$ cat config.mk
export PLATFORM = sky130hd
export DESIGN_NAME = serv_fetch_seq_flat
export DESIGN_NICKNAME = d
export VERILOG_FILES = /design/src/rtl/serv_fetch_seq_pkg.sv /design/src/rtl/serv_fetch_seq_if.sv /design/src/rtl/serv_fetch_seq_bitcnt.sv /design/src/rtl/serv_fetch_seq.sv /design/src/flat_wrapper.sv
export SDC_FILE = /design/constraint.sdc
export NUM_CORES = 1
export LEC_CHECK = 0
export BUFFER_PORTS_ARGS = -buffer_cell sky130_fd_sc_hd__buf_2
export CAP_MARGIN = 15
export CORE_UTILIZATION = 30
export DETAILED_ROUTE_END_ITERATION = 7
export PLACE_DENSITY = 0.75
export SYNTH_ARGS = -nofsm -noshare
export SYNTH_HDL_FRONTEND = slang
export SYNTH_SLANG_ARGS = --single-unit
$ cat constraint.sdc
create_clock -name i_clk -period 1.8 [get_ports i_clk]
set_input_delay 0.36 -clock i_clk [delete_from_list [all_inputs] [get_ports i_clk]]
set_output_delay 0.36 -clock i_clk [all_outputs]
set_load 0.03 [all_outputs]
$ cat src/rtl/serv_fetch_seq_pkg.sv
// Shared types and constants for the SERV fetch / bit-serial sequencing stage.
package serv_seq_pkg;

    typedef enum logic [2:0] {
        RST    = 3'd0,
        FETCH  = 3'd1,
        DECODE = 3'd2,
        INIT   = 3'd3,
        WAIT   = 3'd4,
        EXEC   = 3'd5
    } seq_state_t;

    localparam logic [4:0] CNT_LAST = 5'd31;

    // Debug view of the sequencer: current state plus the opcode field of the bus word.
    typedef struct packed {
        seq_state_t  state;
        logic [6:0]  opcode;
    } seq_dbg_t;

endpackage

$ cat src/rtl/serv_fetch_seq_if.sv
// Instruction-bus request/ack plus the instruction-latch strobe toward the decoders.
//
// Handshake: o_ibus_cyc is the request and is held until i_ibus_ack. A transfer
// completes in any cycle where both are high, and i_ibus_rdt is valid only then.
// An ack without a request is meaningless. o_wb_en marks that completing cycle
// for the decoders, and o_wb_rdt carries bits [31:7] of the word.
interface serv_fetch_seq_if;
    logic        o_ibus_cyc;
    logic        i_ibus_ack;
    logic [31:0] i_ibus_rdt;
    logic        o_wb_en;
    logic [24:0] o_wb_rdt;

    modport master (
        output o_ibus_cyc,
        output o_wb_en,
        output o_wb_rdt,
        input  i_ibus_ack,
        input  i_ibus_rdt
    );

    modport slave (
        input  o_ibus_cyc,
        input  o_wb_en,
        input  o_wb_rdt,
        output i_ibus_ack,
        output i_ibus_rdt
    );
endinterface

$ cat src/rtl/serv_fetch_seq_bitcnt.sv
// 5-bit bit-serial position counter: enable, synchronous clear, async active-low reset.
module serv_bitcnt
    import serv_seq_pkg::*;
(
    input  logic       i_clk,
    input  logic       i_rst_n,
    input  logic       i_en,
    input  logic       i_clr,
    output logic [4:0] o_cnt,
    output logic       o_done
);

    logic [4:0] cnt_q;
    logic [4:0] cnt_d;

    always_comb begin
        cnt_d = cnt_q;
        if (i_clr) begin
            cnt_d = 5'd0;
        end else if (i_en) begin
            cnt_d = cnt_q + 5'd1;
        end
    end

    always_ff @(posedge i_clk or negedge i_rst_n) begin
        if (!i_rst_n) begin
            cnt_q <= 5'd0;
        end else begin
            cnt_q <= cnt_d;
        end
    end

    assign o_cnt  = cnt_q;
    assign o_done = i_en & (cnt_q == CNT_LAST);

endmodule

$ cat src/rtl/serv_fetch_seq.sv
// Fetch and sequencing FSM: issues the ibus request, strobes the fetched word into
// the decoders, then drives the 32-cycle bit counter (optionally INIT + WAIT first).
module serv_fetch_seq
    import serv_seq_pkg::*;
#(
    parameter bit TWO_STAGE_EN = 1'b1
) (
    input  logic                   i_clk,
    input  logic                   i_rst_n,
    serv_fetch_seq_if.master       bus,
    input  logic                   i_two_stage,
    input  logic                   i_ext_ready,
    output logic                   o_cnt_en,
    output logic [4:0]             o_cnt,
    output logic                   o_cnt_done,
    output logic                   o_init,
    output seq_dbg_t               o_dbg
);

    seq_state_t state_q;
    seq_state_t state_d;

    logic ibus_cyc;
    logic cnt_en;
    logic init;
    logic cnt_done;

    always_ff @(posedge i_clk or negedge i_rst_n) begin
        if (!i_rst_n) begin
            state_q <= RST;
        end else begin
            state_q <= state_d;
        end
    end

    always_comb begin
        state_d = state_q;
        unique case (state_q)
            RST:    state_d = FETCH;
            FETCH:  if (bus.i_ibus_ack) state_d = DECODE;
            DECODE: state_d = (i_two_stage && TWO_STAGE_EN) ? INIT : EXEC;
            INIT:   if (cnt_done) state_d = WAIT;
            WAIT:   if (i_ext_ready) state_d = EXEC;
            EXEC:   if (cnt_done) state_d = FETCH;
            default: state_d = RST;
        endcase
    end

    // All control outputs decode registered state only, so they are clean from the edge.
    always_comb begin
        ibus_cyc = 1'b0;
        cnt_en   = 1'b0;
        init     = 1'b0;
        unique case (state_q)
            FETCH: ibus_cyc = 1'b1;
            INIT: begin
                cnt_en = 1'b1;
                init   = 1'b1;
            end
            EXEC:  cnt_en = 1'b1;
            default: ;
        endcase
    end

    // Counter is cleared whenever not shifting, so INIT and EXEC always start at bit 0.
    serv_bitcnt u_bitcnt (
        .i_clk   (i_clk),
        .i_rst_n (i_rst_n),
        .i_en    (cnt_en),
        .i_clr   (~cnt_en),
        .o_cnt   (o_cnt),
        .o_done  (cnt_done)
    );

    assign bus.o_ibus_cyc = ibus_cyc;
    assign bus.o_wb_en    = ibus_cyc & bus.i_ibus_ack;
    assign bus.o_wb_rdt   = bus.i_ibus_rdt[31:7];

    assign o_cnt_en   = cnt_en;
    assign o_cnt_done = cnt_done;
    assign o_init     = init;

    assign o_dbg.state  = state_q;
    assign o_dbg.opcode = bus.i_ibus_rdt[6:0];

endmodule

$ cat src/flat_wrapper.sv
// flat-port wrapper written by rule: the top's interface ports become plain ports
module serv_fetch_seq_flat import serv_seq_pkg::*;
#(
    parameter bit TWO_STAGE_EN = 1'b1
)
  (i_clk, i_rst_n, i_two_stage, i_ext_ready, o_cnt_en, o_cnt, o_cnt_done, o_init, o_dbg, bus_o_ibus_cyc, bus_o_wb_en, bus_o_wb_rdt, bus_i_ibus_ack, bus_i_ibus_rdt);
  serv_fetch_seq_if bus_i ();
  input  logic i_clk;
  input  logic i_rst_n;
  input  logic i_two_stage;
  input  logic i_ext_ready;
  output logic o_cnt_en;
  output logic [4:0] o_cnt;
  output logic o_cnt_done;
  output logic o_init;
  output seq_dbg_t o_dbg;
  output wire logic [$bits(bus_i.o_ibus_cyc)-1:0] bus_o_ibus_cyc;
  output wire logic [$bits(bus_i.o_wb_en)-1:0] bus_o_wb_en;
  output wire logic [$bits(bus_i.o_wb_rdt)-1:0] bus_o_wb_rdt;
  input wire logic [$bits(bus_i.i_ibus_ack)-1:0] bus_i_ibus_ack;
  input wire logic [$bits(bus_i.i_ibus_rdt)-1:0] bus_i_ibus_rdt;
  assign bus_o_ibus_cyc = bus_i.o_ibus_cyc;
  assign bus_o_wb_en = bus_i.o_wb_en;
  assign bus_o_wb_rdt = bus_i.o_wb_rdt;
  assign bus_i.i_ibus_ack = bus_i_ibus_ack;
  assign bus_i.i_ibus_rdt = bus_i_ibus_rdt;
  serv_fetch_seq #(.TWO_STAGE_EN(TWO_STAGE_EN)) u_core (.i_clk(i_clk), .i_rst_n(i_rst_n), .bus(bus_i), .i_two_stage(i_two_stage), .i_ext_ready(i_ext_ready), .o_cnt_en(o_cnt_en), .o_cnt(o_cnt), .o_cnt_done(o_cnt_done), .o_init(o_init), .o_dbg(o_dbg));
endmodule
-- After elaboration in Yosys (flattened, before gate mapping)
Index checks and enable logic that the tools add are counted.
- register bits after elaboration: 8
- output and inout port bits: 45
- input bits: 37
- reductions and logical operators: 3
- eq/ne operators: 10
- muxes and demuxes: 10
- bitwise operators: 2
- add/sub/neg operators: 1
- operator list (operator ; number):
    case mux 3 bit (6 select lines) ; 1
    2-to-1 mux 3 bit ; 5
    inequality test 2 bit (second input constant) ; 4
    equality test 3 x 2 -> 1 bit (second input constant) ; 2
    equality test 3 bit (second input constant) ; 2
    adder 5 x 1 -> 5 bit (second input constant) ; 1
    equality test 5 bit (second input constant) ; 1
    2-to-1 mux 5 bit ; 1
    AND reduction 4 bit ; 1
    equality test 3 x 1 -> 1 bit (second input constant) ; 1
    zero test 3 bit ; 1
    2-to-1 mux 1 bit ; 3
    bitwise AND 1 bit ; 2
    OR reduction 2 bit ; 1

-- Longest topological paths before layout
- depth in word-level cells: 6
- depth in mapped cells: 6
- depth with buffers taken out: 6

-- Modules after synthesis
From an unflattened synthesis, not the netlist that was laid out.
- cells, all modules: 83
- area total of the unflattened synthesis: 767.0 um^2
- by module, submodules not included (module ; times used ; area each (um^2) ; cells an instance):
    serv_fetch_seq ; 1 ; 481.7 ; 60
    serv_bitcnt ; 1 ; 285.3 ; 23

-- Least setup slack after synthesis
OpenSTA, ideal clock, no wires.
- kind: reg-to-output
- start: register u_core.u_bitcnt.cnt_q[0], in the netlist u_core.u_bitcnt.o_cnt[0]
- end: output o_cnt_done
- path buffers: 0
- setup slack: -151 ps
- data required time: 1440 ps
- cell stages (with the launch flop): 6
- data arrival time: 1591 ps
- path through: dfrtp_1 ha_1 and3_1 ha_1 inv_1 nor2_1
- word-level cells in the longest chain between the ends: 2
- ends and longest elaborated chain (element ; line ; source):
    start, declared ; serv_fetch_seq_bitcnt.sv:13 ; logic [4:0] cnt_q;
    start signal, assigned ; serv_fetch_seq_bitcnt.sv:29 ; cnt_q <= cnt_d;
    equality test 5 bit ; serv_fetch_seq_bitcnt.sv:34 ; assign o_done = i_en & (cnt_q == CNT_LAST);
    bitwise AND 1 bit ; serv_fetch_seq_bitcnt.sv:34 ;
    end, declared ; flat_wrapper.sv:14 ; output logic o_cnt_done;
Every way passes these cells.

-- Worst setup path in the final report
- start: register u_core.u_bitcnt.cnt_q[1], in the netlist u_core.u_bitcnt.o_cnt[1]
- end: output o_cnt_done
Same word-level chain as after synthesis.

==> summary.md <==
| Metric | Value |
|---|---|
| Highest clock rate | between 500 and 600 MHz |
| Number of I/O pins | 82 |
| Per-instance average area after synthesis | between 9 and 10 sq um |
| DRC violation count after routing | 0 |
| Effective utilization at floorplan | 33.0% |
| Post-Place Cells | 84 |
| Number of global-route vias before repair | 420 |
| Master cell of the clock root buffer | sky130_fd_sc_hd__clkbuf_4 |
| Area of the die | roughly 2400 sq um |
| Highest-delay cell along the critical path | sky130_fd_sc_hd__dfrtp_1 |
| Start-to-end type of the worst setup path | flop to primary output |
| Unrepaired setup endpoints after global routing | yes |
| Cell area after synthesis | approximately 670 sq um |
| Global placer's final weighted congestion | 0.781 |
| Largest fanout of any net on the critical path | 3 |
| Outcome | finished clean |
| Clock net sink count | 8 |
| CP Cell Sequence | ha_2, and3_4, ha_4, inv_2, nor2_2, buf_6 |
| DR iter-0 viols | 5 |
| Synth area leaders | sky130_fd_sc_hd__buf_4, sky130_fd_sc_hd__dfrtp_1, sky130_fd_sc_hd__ha_1 |
| Grt ovf | 0 |
| Worst EP arrival | about 1.4 ns |
| Min-Delay Path Class | primary input to flop |
| PnR Total Power | 1.22 mW |
| Inserted Clock Buffers | 3 |
| Standard-cell rows | 16 |
| Period Utilization, post-route | a little over nine tenths |
| Total of endpoints with negative setup slack in the final report | 0 |
| Global-route wire length before repair | about 1.9 mm |
| Placed wire-length estimate | 910 um |
| Main flop type after synthesis | sky130_fd_sc_hd__dfrtp_1 |
| Max clock buf depth | 2 |
| Top cell type by total area after synthesis | sky130_fd_sc_hd__buf_4 |
| Core region area | a little over 2000 sq um |
| Share of flip-flops with an asynchronous set or reset | between 90% and 100% |
| TritonCTS clock tree | yes |
| Power density over the cells | ~1900 nW/um^2 |
| Kind of start point of the critical path | flop |
| IO buf count | 17 |
| Total number of vias | 440 |
| Layout Utilization | between 30% and 40% |
| Insertion delay to the later sink of the worst-skew pair | 0.26 ns |
| Area share of the leading cell type in the synthesized netlist | between 30% and 40% |
| Post-route ant nets | 0 |
| Clock transition time at the flip-flop clock pins of the worst setup and hold paths | ~0.050 ns |
| Number of violations of the max-capacitance limit | 0 |
| Worst setup slack before clock tree synthesis | 0.113 ns |
| Total wirelength of the detailed-routed design | roughly 1.3 mm |
| Growth of design area from synthesis to finish | -3.19% |
| Maximum resistive drop on vdd | between 0.3 and 0.4 mV |
| Slew at the pin closest to its max-slew limit | 0.234 ns |
| Register bit total from synthesis | 8 |
| Final setup margin | around 0.019 ns |
| Largest net degree at the start of global routing | 12 |
| Largest incremental delay on the critical path | roughly 0.39 ns |
| Final count of pins violating max slew | 0 |
| Count of flip-flops with a built-in enable after synthesis | 0 |
| Die height | ~50 um |
| Number of nets in the finished design | between 100 and 150 |
| Top-count cell post-synth | sky130_fd_sc_hd__buf_4 |
| Number of antenna violations at the first check in global routing | 0 |
| Horizontal die dimension | 49.2 um |
| Count of fill cells added during filler insertion | 212 |
| Capturing element type of the critical path | primary output |
| Final Hold Fails | 0 |
| Share of the yosys chip area belonging to registers | about 30% |
| Final critical delay including setup and external delays | 1.78 ns |
| Antenna diodes | 0 |
| Clock Skew | ~0.0011 ns |
| Average via count per standard cell | ~4.8 |
| Number of standard cells in the final layout excluding fillers | around 90 |
| Leak Pwr | between 0.3 and 0.4 nW |
| Data required, critical path | ~1.4 ns |
| Number of distinct library cell variants in the gate-level netlist after synthesis | 23 |
| Worst hold-check slack | around 0.41 ns |
| Combined global-route utilization of all metal layers | around 11% |
| Max_slew headroom | between 80% and 90% |
| H-tree depth | 1 |
| Cell types with the highest counts after synthesis | sky130_fd_sc_hd__buf_4, sky130_fd_sc_hd__dfrtp_1, sky130_fd_sc_hd__nor2_1 |
| Yosys warnings | 0 |
| Count of mapped cells out of synthesis | between 70 and 80 |
| Average wire per standard cell | around 14 um |
| Share of cells above drive strength 1 | a little over half |
| Total nets after synthesis | about 110 |
| Number of optimization iterations in the first detailed-route pass | 4 |
## stage by stage
step / setup TNS (ns) / instance area, sq um
6_report: 0 / 646
5_1_grt: -0.0384 / 646
4_1_cts: 0 / 623
3_5_place_dp: 0 / 553
3_3_place_gp: 0 / 553
2_1_floorplan: -0.0290 / 676
## registers in the layout, indices dropped and copies added (netlist names)
name,count
u_core.u_bitcnt.o_cnt,5
u_core.state_q,3
## routing by layer
| layer | share of wire [%] | GRT usage, % | vias up |
|---|---|---|---|
| li1 | - | - | 189 |
| met1 | 36 | 10.5 | 214 |
| met2 | 47 | 15.3 | 24 |
| met3 | 11 | 4.67 | 13 |
| met4 | 5.1 | 15.2 | 0 |
| met5 | 0 | 0 | - |
## cell type report
type                            count  area, sq um  share of cell area [%]
Timing Repair Buffer               24          149                    23.1
Inverter                            2         7.51                    1.16
Sequential cell                     8          201                    31.2
Tap cell                           27         33.8                    5.23
Multi-Input combinational cell     28          231                    35.9
Clock buffer                        3         22.5                    3.49
## power breakdown
part | total [mW] | switching [mW] | internal [mW] | leakage [nW]
Combinational | 0.757 | 0.481 | 0.275 | 0.210
Clock | 0.141 | 0.0647 | 0.0765 | 0.0138
Sequential | 0.320 | 0.0731 | 0.247 | 0.0997
Total | 1.22 | 0.619 | 0.599 | 0.323
## layout by cell type, fill, tap and decap left out, types with 2 or more instances in the layout
cell type                  count
sky130_fd_sc_hd__dfrtp_1       7
sky130_fd_sc_hd__nor2_1        5
sky130_fd_sc_hd__clkbuf_4      4
sky130_fd_sc_hd__buf_2        15
sky130_fd_sc_hd__buf_4         6
sky130_fd_sc_hd__and3_1        2
sky130_fd_sc_hd__nand2_1       2
sky130_fd_sc_hd__xor2_1        2
## worst paths after layout
kind                            depth (start not counted)                     start                  endpoint  slack, ns
worst max-delay path                                    6  u_core.u_bitcnt.o_cnt[1]                o_cnt_done       0.02
worst min-delay path                                    3            bus_i_ibus_ack         u_core.state_q[0]       0.41
worst max register to register                          5  u_core.u_bitcnt.o_cnt[1]         u_core.state_q[0]       0.38
worst min register to register                          2  u_core.u_bitcnt.o_cnt[0]  u_core.u_bitcnt.o_cnt[0]       0.53
max in group asynchronous                               2                   i_rst_n         u_core.state_q[0]       1.15
min in group asynchronous                               2                   i_rst_n  u_core.u_bitcnt.o_cnt[2]       0.47
## repair_timing
action / CTS / global route
endpoints found under the setup margin: 1 / 3
pin swaps: 0 / 2
hold endpoints to repair: 8 / 0
hold buffers: 1 / 0
resized for setup: 6 / 3
buffers inserted: 2 / 2
## cell families after synthesis
family | synth area share, %
simple gates | 13.5
buf+inv | 39.6
flops | 30.0
compound gates | 7.69
xor+xnor | 3.94
mux | 1.50
fa+ha+maj | 3.75
## worst max-delay path: cells and delay by family, from the launching register on
family                   cells  cell delay, ns
adder cells (fa/ha/maj)      2            0.36
buffers and inverters        2            0.20
AND/OR/NAND/NOR              2            0.21
flip-flops                   1            0.39
No activity file was read; power rests on OpenSTA's default activity.
